`src/rtl/fetch_buffer_ctrl.sv`:
```
// fetch_buffer_ctrl
// Occupancy tracker and strobe generator for the fetch-group buffer that sits
// between the fetch stage and decode. The FIFO storage lives elsewhere. This
// block decides when groups enter or leave it, when it is cleared, and when
// fetch must be held off.
//
// Parameters
//   DEPTH_LOG   log2 of buffer depth in fetch groups (DEPTH = 2**DEPTH_LOG)
//   SKID        groups kept free for fetches already in flight when stall rises
//               (1 <= SKID < DEPTH)
//
// Ports
//   clock        single clock, rising edge
//   reset        asynchronous active-low reset
//   fetch_valid  fetch presents one group this cycle
//   dec_ready    decode accepts one group this cycle
//   flush        redirect, discards all buffered groups
//   buf_enq      enqueue strobe to buffer FIFOs
//   buf_deq      dequeue strobe to buffer FIFOs
//   buf_clear    synchronous clear to buffer FIFOs
//   dec_valid    a buffered group is available to decode
//   fetch_stall  back-pressure to fetch
//   occupancy    current group count (0..DEPTH)
//   overflow     sticky: a group arrived with no free slot and was dropped
//
// Optional build macro FB_PERF_CNT_EN adds:
//   stall_cycles  32-bit wrapping count of cycles with fetch_stall high outside reset
//   flush_count   16-bit wrapping count of FLUSH entries
//
// state  | meaning
// -------+-------------------------------------------------------------
// EMPTY  | no groups buffered
// ACTIVE | 1..DEPTH-1 groups buffered
// FULL   | DEPTH groups buffered; further fetches are dropped
// FLUSH  | buffer being cleared after a redirect; no strobes

module fetch_buffer_ctrl #(
   parameter int DEPTH_LOG = 3,
   parameter int SKID      = 1
) (
   input  logic                 clock,
   input  logic                 reset,
   input  logic                 fetch_valid,
   input  logic                 dec_ready,
   input  logic                 flush,
   output logic                 buf_enq,
   output logic                 buf_deq,
   output logic                 buf_clear,
   output logic                 dec_valid,
   output logic                 fetch_stall,
   output logic [DEPTH_LOG:0]   occupancy,
   output logic                 overflow
`ifdef FB_PERF_CNT_EN
   ,
   output logic [31:0]          stall_cycles,
   output logic [15:0]          flush_count
`endif
);

   localparam int DEPTH_I    = 1 << DEPTH_LOG;
   localparam int STALL_TH_I = DEPTH_I - SKID;

   localparam logic [DEPTH_LOG:0] DEPTH_V  = DEPTH_I[DEPTH_LOG:0];
   localparam logic [DEPTH_LOG:0] STALL_TH = STALL_TH_I[DEPTH_LOG:0];
   localparam logic [DEPTH_LOG:0] ONE      = 1;

   typedef enum logic [1:0] {
      ST_EMPTY  = 2'd0,
      ST_ACTIVE = 2'd1,
      ST_FULL   = 2'd2,
      ST_FLUSH  = 2'd3
   } state_t;

   state_t             state, state_nxt;
   logic [DEPTH_LOG:0] occ_nxt;
   logic               overflow_nxt;
   logic               in_flush;
   logic               overflow_set;

   always_ff @(posedge clock or negedge reset) begin
      if (!reset) begin
         state     <= ST_EMPTY;
         occupancy <= '0;
         overflow  <= 1'b0;
      end else begin
         state     <= state_nxt;
         occupancy <= occ_nxt;
         overflow  <= overflow_nxt;
      end
   end

   // Strobes are gated with reset so the FIFOs see clear/stall and no
   // enq/deq for the whole time reset is low, with no clock edge needed.
   always_comb begin
      in_flush     = (state == ST_FLUSH);
      buf_enq      = reset & fetch_valid & (occupancy < DEPTH_V) & ~in_flush & ~flush;
      dec_valid    = reset & (occupancy != '0) & ~in_flush;
      buf_deq      = dec_valid & dec_ready & ~flush;
      buf_clear    = in_flush | ~reset;
      fetch_stall  = (occupancy >= STALL_TH) | in_flush | flush | ~reset;
      overflow_set = fetch_valid & (occupancy == DEPTH_V) & ~in_flush;

      occ_nxt      = occupancy;
      state_nxt    = state;
      overflow_nxt = overflow | overflow_set;

      if (flush) begin
         occ_nxt      = '0;
         state_nxt    = ST_FLUSH;
         overflow_nxt = 1'b0;
      end else begin
         case ({buf_enq, buf_deq})
            2'b10:   occ_nxt = occupancy + ONE;
            2'b01:   occ_nxt = occupancy - ONE;
            default: occ_nxt = occupancy;
         endcase
         // Leaving FLUSH: occupancy is already zero, so this lands in EMPTY.
         if (occ_nxt == '0)
            state_nxt = ST_EMPTY;
         else if (occ_nxt == DEPTH_V)
            state_nxt = ST_FULL;
         else
            state_nxt = ST_ACTIVE;
      end
   end

`ifdef FB_PERF_CNT_EN
   always_ff @(posedge clock or negedge reset) begin
      if (!reset) begin
         stall_cycles <= '0;
         flush_count  <= '0;
      end else begin
         if (fetch_stall)
            stall_cycles <= stall_cycles + 32'd1;
         // A held flush is one redirect; count only the entry into FLUSH.
         if (flush && !in_flush)
            flush_count <= flush_count + 16'd1;
      end
   end
`endif

endmodule

```
`config.mk`:
```
export PLATFORM = sky130hd
export DESIGN_NAME = fetch_buffer_ctrl
export DESIGN_NICKNAME = d
export VERILOG_FILES = /design/src/rtl/fetch_buffer_ctrl.sv
export SDC_FILE = /design/constraint.sdc
export NUM_CORES = 1
export LEC_CHECK = 0
export CAP_MARGIN = 20
export CORE_AREA = 2 2 39 41
export DETAILED_ROUTE_END_ITERATION = 7
export DIE_AREA = 0 0 41 43
export DONT_BUFFER_PORTS = 1
export PLACE_DENSITY = 0.53
export SYNTH_ARGS = -nofsm -noshare
export SYNTH_HDL_FRONTEND = slang
export SYNTH_SLANG_ARGS = --single-unit
```
`constraint.sdc`:
```
create_clock -name clock -period 4.5 [get_ports clock]
set_clock_uncertainty 0.15 [all_clocks]
set_input_delay 0.225 -clock clock [delete_from_list [all_inputs] [get_ports clock]]
set_output_delay 0.225 -clock clock [all_outputs]
set_load 0.01 [all_outputs]
```
# Word-level counts from Yosys, hierarchy flattened
# Cells that the tools add are included.
# op_classes
add_sub_neg	2
n_lt_le_gt_ge	2
n_eq_ne	5
muxes	7
n_bitwise	18
n_reduce_logical	2
# op_table
cell	n
AND 1 bit	10
equality test 4 bit, second input constant	2
2-to-1 mux 4 bit	2
case mux 4 bit (2 select lines)	1
2-to-1 mux 2 bit	3
OR 1 bit	5
adder 4 x 1 -> 4 bit, second input constant	1
equality test 2 bit, second input constant	2
>= comparator 4 x 3 -> 1 bit, second input constant	1
logical NOT 4 bit	1
< comparator 4 bit, second input constant	1
nonzero test 4 bit	1
subtractor 4 x 1 -> 4 bit, second input constant	1
inverter 1 bit	3
equality test 2 x 1 -> 1 bit, second input constant	1
2-to-1 mux 1 bit	1
# totals
regBits	7
inputBits	5
output_inout_bits	10
elab_cells	39

# Longest topological paths before layout
# Gate-level depths: netlist of run 1.
# logic_depth
ltp_word	12
depth_mapped	11

# Worst setup path before layout of run 1
# No wires, ideal clock.
# synth_timing
path_kind	reg2reg
start	register occupancy[0]
end	register state[1]
setup_ns	0.067
arrival_ns	2.836
path_slack_ns	1.447
path_stages_with_launch	11
cell_sequence	dfrtp_1 -> buf_2 -> nor4_1 -> nor4b_1 -> ha_1 -> inv_1 -> fa_1 -> xnor2_1 -> or3_1 -> nor4bb_1 -> a311o_1
# synth_between
elab_chain_len	12
elab_cells_between_ends	20
cone_classes	add/sub (2); order compare (1); eq/ne (3); mux (5); bitwise (7); reduce/logical (2)
# synth_lines
element	line_no	rtl
start: declaration	51	output logic [DEPTH_LOG:0] occupancy,
start signal: assignment	87	occupancy <= occ_nxt;
nonzero test 4 bit *	97	dec_valid = reset & (occupancy != '0) & ~in_flush;
AND 1 bit * (2 in a row)	97	
AND 1 bit * (2 in a row)	98	buf_deq = dec_valid & dec_ready & ~flush;
named net buf_deq	47	output logic buf_deq,
equality test 2 x 1 -> 1 bit or equality test 2 bit (tied branches)	112	case ({buf_enq, buf_deq})
case mux 4 bit (2 select lines) *	112	
2-to-1 mux 4 bit *	107	if (flush) begin
equality test 4 bit	120	else if (occ_nxt == DEPTH_V)
2-to-1 mux 2 bit	120	
2-to-1 mux 2 bit *	118	if (occ_nxt == '0)
2-to-1 mux 2 bit *	107	
named net state_nxt[1]	74	state_t state, state_nxt;
end signal: assignment	86	state <= state_nxt;
end: declaration	74	
# The timed path passes the listed nets; every way through them passes the cells marked *. The select of a mux whose other input is x is not followed.

# Final worst setup path of run 1
# Same ends and word-level chain as after synthesis.

==> results of run 1 <==
-- path summary, 6_finish.rpt --
path | endpoint | slack [ns] | depth (start not counted)
setup / recovery | state[1] | 1.14 | 9
max in group asynchronous | occupancy[0] | 3.81 | 1
hold / removal | overflow | 0.03 | 2
hold reg to reg | overflow | 0.42 | 2
setup reg to reg | state[1] | 1.14 | 9
min in group asynchronous | state[1] | 0.16 | 1
-- power by group through the flow --
| stage | combinational (mW) | clock [mW] | sequential [mW] |
|---|---|---|---|
| after floorplan | 0.0131 | 0 | 0.0671 |
| after global placement | 0.0126 | 0 | 0.0685 |
| after detailed placement | 0.0129 | 0 | 0.0685 |
| after CTS | 0.0161 | 0.0561 | 0.0674 |
| after global routing | 0.0182 | 0.0625 | 0.0676 |
| final | 0.0157 | 0.0539 | 0.0674 |
-- state kept, by name, indices dropped and copies added, names as in the netlist --
signal / flops
occupancy: 4
state: 2
overflow: 1
-- metal layers --
layer,share of wire,global-route usage,up-vias
li1,-,-,197
met1,0.46,0.156,181
met2,0.48,0.200,11
met3,0.054,0.0262,0
met4,0,0.0600,0
met5,0,0,-
-- kinds of logic after synthesis --
logic type | after synthesis | share of synthesized area
adder cells (fa/ha/maj) | 4 | 0.121
flip-flops | 7 | 0.367
multiplexers | 2 | 0.0446
buffers and inverters | 6 | 0.0499
AND/OR/NAND/NOR | 28 | 0.297
XOR/XNOR | 2 | 0.0368
AO/OA/AOI/OAI | 5 | 0.0840
-- area by class of cell --
type | instances | area (um^2) | share of cell area
multi-input combinational | 41 | 278 | 0.524
timing repair buffer | 2 | 20.0 | 0.0377
sequential | 7 | 175 | 0.330
clock buffer | 4 | 26.3 | 0.0495
tap | 16 | 20.0 | 0.0377
inverter | 3 | 11.3 | 0.0212
-- synth_stat cells (2+ instances only) --
library cell | instances | area, um^2
inv_1 | 3 | 11.3
ha_1 | 3 | 37.5
clkbuf_1 | 2 | 7.51
nand2_1 | 7 | 26.3
nand3_1 | 3 | 15.0
dfrtp_1 | 7 | 175
nor3_1 | 2 | 10.0
nor2_1 | 7 | 26.3
==> results.rst, run 1 <==
.. list-table::
   :header-rows: 1

   * - Metric
     - Value
   * - Combinational share of power
     - 0.115
   * - RSZ-0062 raised after global routing
     - no
   * - Total negative slack for setup checks
     - 0 ns
   * - Post-Syn Nets
     - 63
   * - Net switching fraction of the power
     - 0.235
   * - First-pass GRT wire length
     - 1520 um
   * - Worst hold start
     - fetch_valid
   * - Kind of cell adding the most delay to the critical path
     - simple AND/OR/NAND/NOR gates
   * - Slowest Stage Delay on Critical Path
     - 0.64 ns
   * - Pin count of the biggest net entering global routing
     - 9
   * - Number of global-route vias before repair
     - 356
   * - Post-detailed-routing wire length
     - 970 um
   * - Overflow after GRT
     - 0
   * - First-pass iteration count of the detailed router
     - 1
   * - Minimum hold slack
     - 0.0332 ns
   * - Total GRT Usage
     - 0.127
   * - Total placed instance area
     - 484 um^2
   * - Number of fill cells in the layout
     - 145
   * - DP Wirelength
     - 770 um
   * - Required time of the worst setup path
     - 4.53 ns
   * - Fin. max-slew vios
     - 0
   * - Standard cell with the maximum stage delay on the critical path
     - nor4b_1
   * - Placer Congestion
     - 0.708
   * - Minimum setup slack after placement
     - 1.14 ns
   * - Cell internal power dissipation
     - 105 uW
   * - I/O pin total
     - 15
   * - Most frequent cells in the layout
     - nand2_1 (7), nor2_1 (7), dfrtp_1 (7)
   * - Portion of total power attributed to sequential cells
     - 0.492
   * - Max-cap violation count
     - 0
   * - Worst path bufs/invs
     - 1
   * - Number of nets still failing antenna checks after routing
     - 0
   * - Startpoint of the most critical register-to-register path
     - occupancy[0]
   * - Cell Chain, Critical Path
     - nor4_1, nor4b_1, ha_1, inv_1, fa_1, nand2_1, or3_1, nor4bb_1, a311o_1
   * - Clock slew seen by the registers of the worst setup and hold paths
     - 0.05 ns
   * - Mean routed wirelength per cell
     - 13.3 um
   * - HP Class
     - in -> reg
   * - CTS hold repair buffers
     - 2
   * - Post-Synthesis Cell Area
     - 477 um^2
   * - Layout cells sized above 1
     - 0.0877
   * - Post-route cell area
     - 531 um^2
   * - Synthesized netlist cell count
     - 54
   * - Buffer cell driving the clock tree root
     - clkbuf_4
   * - Clock latency of the later-clocked register in the worst-skew pair
     - 0.24 ns
   * - Power density cells
     - 258 nW/um^2
   * - Highest attainable clock frequency
     - 0.298 GHz
   * - Core Area
     - 1380 um^2
   * - Count of port buffers added during placement
     - 0
   * - Post-layout power
     - 137 uW
   * - Share of flip-flops with an asynchronous set or reset after synthesis
     - 1.00
   * - Die Height
     - 43 um
   * - Number of diodes
     - 0
   * - Number of enable flip-flop cells after synthesis
     - 0
   * - TritonCTS Sinks
     - 7
   * - Gates resized, CTS repair
     - 0
   * - Maximum count of clock buffers along a single path
     - 2
   * - Synth cell types
     - 28
   * - Data arrival, critical path
     - 3.39 ns
   * - Fin worst setup slack
     - 1.14 ns
   * - Placed Instances
     - 67
   * - Post-route core utilization
     - 0.383
   * - Critical setup path kind
     - reg -> reg
   * - Number of warning messages in the yosys log
     - 0
   * - Avg Inst Size Synth
     - 8.83 um^2
   * - Count of unresolved DRC violations after routing
     - 0
   * - Startpoint class of the critical path
     - flop
   * - Number of setup violations in the final report
     - 0
   * - Initial Utilization
     - 0.344
   * - Hold Violations, Final
     - 0
   * - Endpoint kind of the worst setup timing path
     - flop
   * - Post-synthesis sequential area ratio
     - 0.367
   * - Net count of the finished layout
     - 67
   * - Worst Max-Slew Pin Slew
     - 0.691 ns
   * - Worst IR Drop VDD
     - 0.119 mV
   * - Largest fanout of any net on the critical path
     - 8
   * - CTS H-tree depth
     - 1
   * - Net switching power figure
     - 32.2 uW
   * - Non-filler cells in the finished layout
     - 73
   * - CTS tree
     - yes
   * - Headroom to the max-slew limit
     - 0.533
   * - CP Launch Point
     - occupancy[0]
   * - Antenna violations before repair
     - 0
   * - Routed via count
     - 389
   * - Die width
     - 41 um
   * - #FFs+latches synth
     - 7
   * - Static leakage
     - 0.250 nW
   * - Total die area
     - 1760 um^2
   * - Outcome
     - complete, no violations
   * - Commonest register cell after synthesis
     - dfrtp_1
   * - Number of vias per cell after detailed routing
     - 5.33
   * - Area Growth Syn to Fin
     - 11.3%
   * - Buffer count from post-CTS setup fixing
     - 0
   * - Clk network pwr share
     - 0.393
   * - Minimum clock period after layout
     - 3.36 ns
   * - Number of violations reported at the end of detailed-routing iteration 0
     - 0
   * - Std-Cell Rows
     - 14
   * - TritonCTS Buffers
     - 3
   * - Share of the clock period used by the worst path
     - 0.747
Power figures use the tool's default switching activity.
==> inputs of run 2 (changes only) <==
==> constraint.sdc (replaced) <==
create_clock -name clock -period 3.43 [get_ports clock]
set_clock_uncertainty 0.15 [all_clocks]
set_input_delay 0.1715 -clock clock [delete_from_list [all_inputs] [get_ports clock]]
set_output_delay 0.1715 -clock clock [all_outputs]
set_load 0.01 [all_outputs]
==> run 2 against run 1 <==
  * Highest routed layer unchanged
  * Largest cell class unchanged
  * Non-clock buffer count rose by 4
  * Sequential cell count stayed put
  * Count of clock-buffer cells in the layout did not move
==> results.rst, run 2 (synthesis gave the netlist of run 1 again) <==
.. list-table::
   :header-rows: 1

   * - Metric
     - Value
   * - Worst R2R Setup Slack
     - 0.42 ns (was 1.14 ns)
   * - Most frequent cells in the layout
     - nand2_1 (7), nor2_1 (7), dfrtp_1 (7) (unchanged)
   * - Initial Utilization
     - 0.344 (unchanged)
   * - Worst hold start
     - flush (was fetch_valid)
   * - I/O pin total
     - 15 (unchanged)
   * - Minimum setup slack after placement
     - 0.425 ns (was 1.14 ns)
   * - Endpoint kind of the worst setup timing path
     - flop (unchanged)
   * - Minimum hold slack
     - 0.0215 ns (was 0.0332 ns)
   * - Placed Instances
     - 70 (was 67)
   * - Hold-critical path endpoint
     - occupancy[3] (was overflow)
   * - Data arrival, critical path
     - 3.05 ns (was 3.39 ns)
   * - Outcome
     - complete, no violations (unchanged)
   * - Non-filler cells in the finished layout
     - 77 (was 73)
   * - Post-detailed-routing wire length
     - 996 um (was 970 um)
   * - Count of port buffers added during placement
     - 0 (unchanged)
   * - Largest fanout of any net on the critical path
     - 8 (unchanged)
   * - Number of diodes
     - 0 (unchanged)
   * - Power density cells
     - 327 nW/um^2 (was 258 nW/um^2)
   * - Critical setup path kind
     - reg -> reg (unchanged)
   * - Pin count of the biggest net entering global routing
     - 9 (unchanged)
   * - Post-route cell area
     - 563 um^2 (was 531 um^2)
   * - Number of vias per cell after detailed routing
     - 5.48 (was 5.33)
   * - Die Height
     - 43 um (unchanged)
   * - HP Class
     - in -> reg (unchanged)
   * - Maximum count of clock buffers along a single path
     - 2 (unchanged)
   * - Worst Max-Slew Pin Slew
     - 0.386 ns (was 0.691 ns)
   * - Hold Violations, Final
     - 0 (unchanged)
   * - Total placed instance area
     - 507 um^2 (was 484 um^2)
   * - TritonCTS Buffers
     - 3 (unchanged)
   * - Gates resized, CTS repair
     - 0 (unchanged)
   * - Startpoint of the most critical register-to-register path
     - occupancy[3] (was occupancy[0])
   * - CTS tree
     - yes (unchanged)
   * - Required time of the worst setup path
     - 3.46 ns (was 4.53 ns)
   * - First-pass GRT wire length
     - 1580 um (was 1520 um)
   * - Buffer count from post-CTS setup fixing
     - 0 (unchanged)
   * - First-pass iteration count of the detailed router
     - 4 (was 1)
   * - Number of violations reported at the end of detailed-routing iteration 0
     - 3 (was 0)
   * - Worst Reg-to-Reg Cells
     - 9 (unchanged)
   * - Count of unresolved DRC violations after routing
     - 0 (unchanged)
   * - Reg2reg end
     - state[1] (unchanged)
   * - Area Growth Syn to Fin
     - 18.1% (was 11.3%)
   * - Clock slew seen by the registers of the worst setup and hold paths
     - 0.05 ns (about the same)
   * - Number of global-route vias before repair
     - 401 (was 356)
   * - CTS H-tree depth
     - 1 (unchanged)
   * - Die width
     - 41 um (unchanged)
   * - Number of flip-flops in the largest register
     - 4 (unchanged)
   * - Routed via count
     - 422 (was 389)
   * - Layout cells sized above 1
     - 0.131 (was 0.0877)
   * - Registers with the most flip-flops
     - occupancy: 4 flops, state: 2 flops, overflow: 1 flops (unchanged)
   * - Max-cap violation count
     - 0 (unchanged)
   * - Antenna violations before repair
     - 0 (unchanged)
   * - RSZ-0062 raised after global routing
     - no (unchanged)
   * - CTS hold repair buffers
     - 3 (was 2)
   * - Fin worst setup slack
     - 0.417 ns (was 1.14 ns)
   * - Share of the clock period used by the worst path
     - 0.878 (was 0.747)
   * - TritonCTS Sinks
     - 7 (unchanged)
   * - Worst hold path depth
     - 2 (unchanged)
   * - Worst IR Drop VDD
     - 0.262 mV (was 0.119 mV)
   * - Clock latency of the later-clocked register in the worst-skew pair
     - 0.25 ns (was 0.24 ns)
   * - Total negative slack for setup checks
     - 0 ns (unchanged)
   * - Static leakage
     - 0.274 nW (was 0.250 nW)
   * - Minimum clock period after layout
     - 3.01 ns (was 3.36 ns)
   * - Placer Congestion
     - 0.729 (was 0.708)
   * - Buffer cell driving the clock tree root
     - clkbuf_4 (unchanged)
   * - Mean routed wirelength per cell
     - 12.9 um (was 13.3 um)
   * - Overflow after GRT
     - 0 (unchanged)
   * - Total die area
     - 1760 um^2 (unchanged)
   * - Number of setup violations in the final report
     - 0 (unchanged)
   * - Headroom to the max-slew limit
     - 0.739 (was 0.533)
   * - Core Area
     - 1380 um^2 (unchanged)
   * - Net count of the finished layout
     - 71 (was 67)
   * - Biggest register
     - occupancy (unchanged)
   * - Std-Cell Rows
     - 14 (unchanged)
   * - Number of nets still failing antenna checks after routing
     - 0 (unchanged)
   * - Startpoint class of the critical path
     - flop (unchanged)
   * - Total GRT Usage
     - 0.133 (was 0.127)
   * - DP Wirelength
     - 758 um (was 770 um)
   * - Highest attainable clock frequency
     - 0.332 GHz (was 0.298 GHz)
   * - Fin. max-slew vios
     - 0 (unchanged)
## run 2: cell types whose count changed in the layout (fill, tap and decap cells not counted), sizes merged
cell | previous run | this run
buf | 0 | 3
dlygate4sd3 | 2 | 3
## run 2: area by class of cell
type / count / area, um^2
Tap cell: 16 / 20.0
Clock buffer: 4 / 26.3
Inverter: 3 / 11.3
Sequential cell: 7 / 175
Multi-Input combinational cell: 41 / 278
Timing Repair Buffer: 6 / 52.6
Fill cell: 150 / 821
## run 2: worst max-delay path, cell delays in order (launching register included)
cell	delay, ns
dfrtp_1	0.53
nor4_1	0.11
nor4b_1	0.40
ha_1	0.32
inv_1	0.08
fa_1	0.38
xnor2_1	0.15
or3_1	0.38
nor4bb_1	0.29
a311o_1	0.16
## run 2: layer usage
metal | vias to the layer above | wire length (um) | global-route usage
met3 | 0 | 70 | 0.0838
li1 | 201 | - | -
met4 | 0 | 0 | 0.0200
met5 | - | 0 | 0
met2 | 18 | 491 | 0.209
met1 | 203 | 433 | 0.151
## run 2: per-stage QoR
step	utilization	power, mW
final	0.407	0.184
after global placement	0.366	0.108
after floorplan	-	0.105
after detailed placement	0.366	0.108
after global routing	0.407	0.198
after CTS	0.407	0.188
## run 2: worst max-delay path by stage
stage	from	endpoint	slack (ns)
2_1_floorplan	occupancy[0]	state[1]	0.38
3_3_place_gp	occupancy[1]	state[1]	0.49
3_5_place_dp	occupancy[1]	state[1]	0.43
4_1_cts	occupancy[1]	state[1]	0.41
5_1_grt	occupancy[3]	state[1]	0.19
6_report	occupancy[3]	state[1]	0.42
## run 2: power by group
part,internal [mW],leakage [nW],switching [mW]
clock,0.0443,0.0150,0.0294
combinational,0.00911,0.166,0.0144
sequential,0.0853,0.0923,0.00132
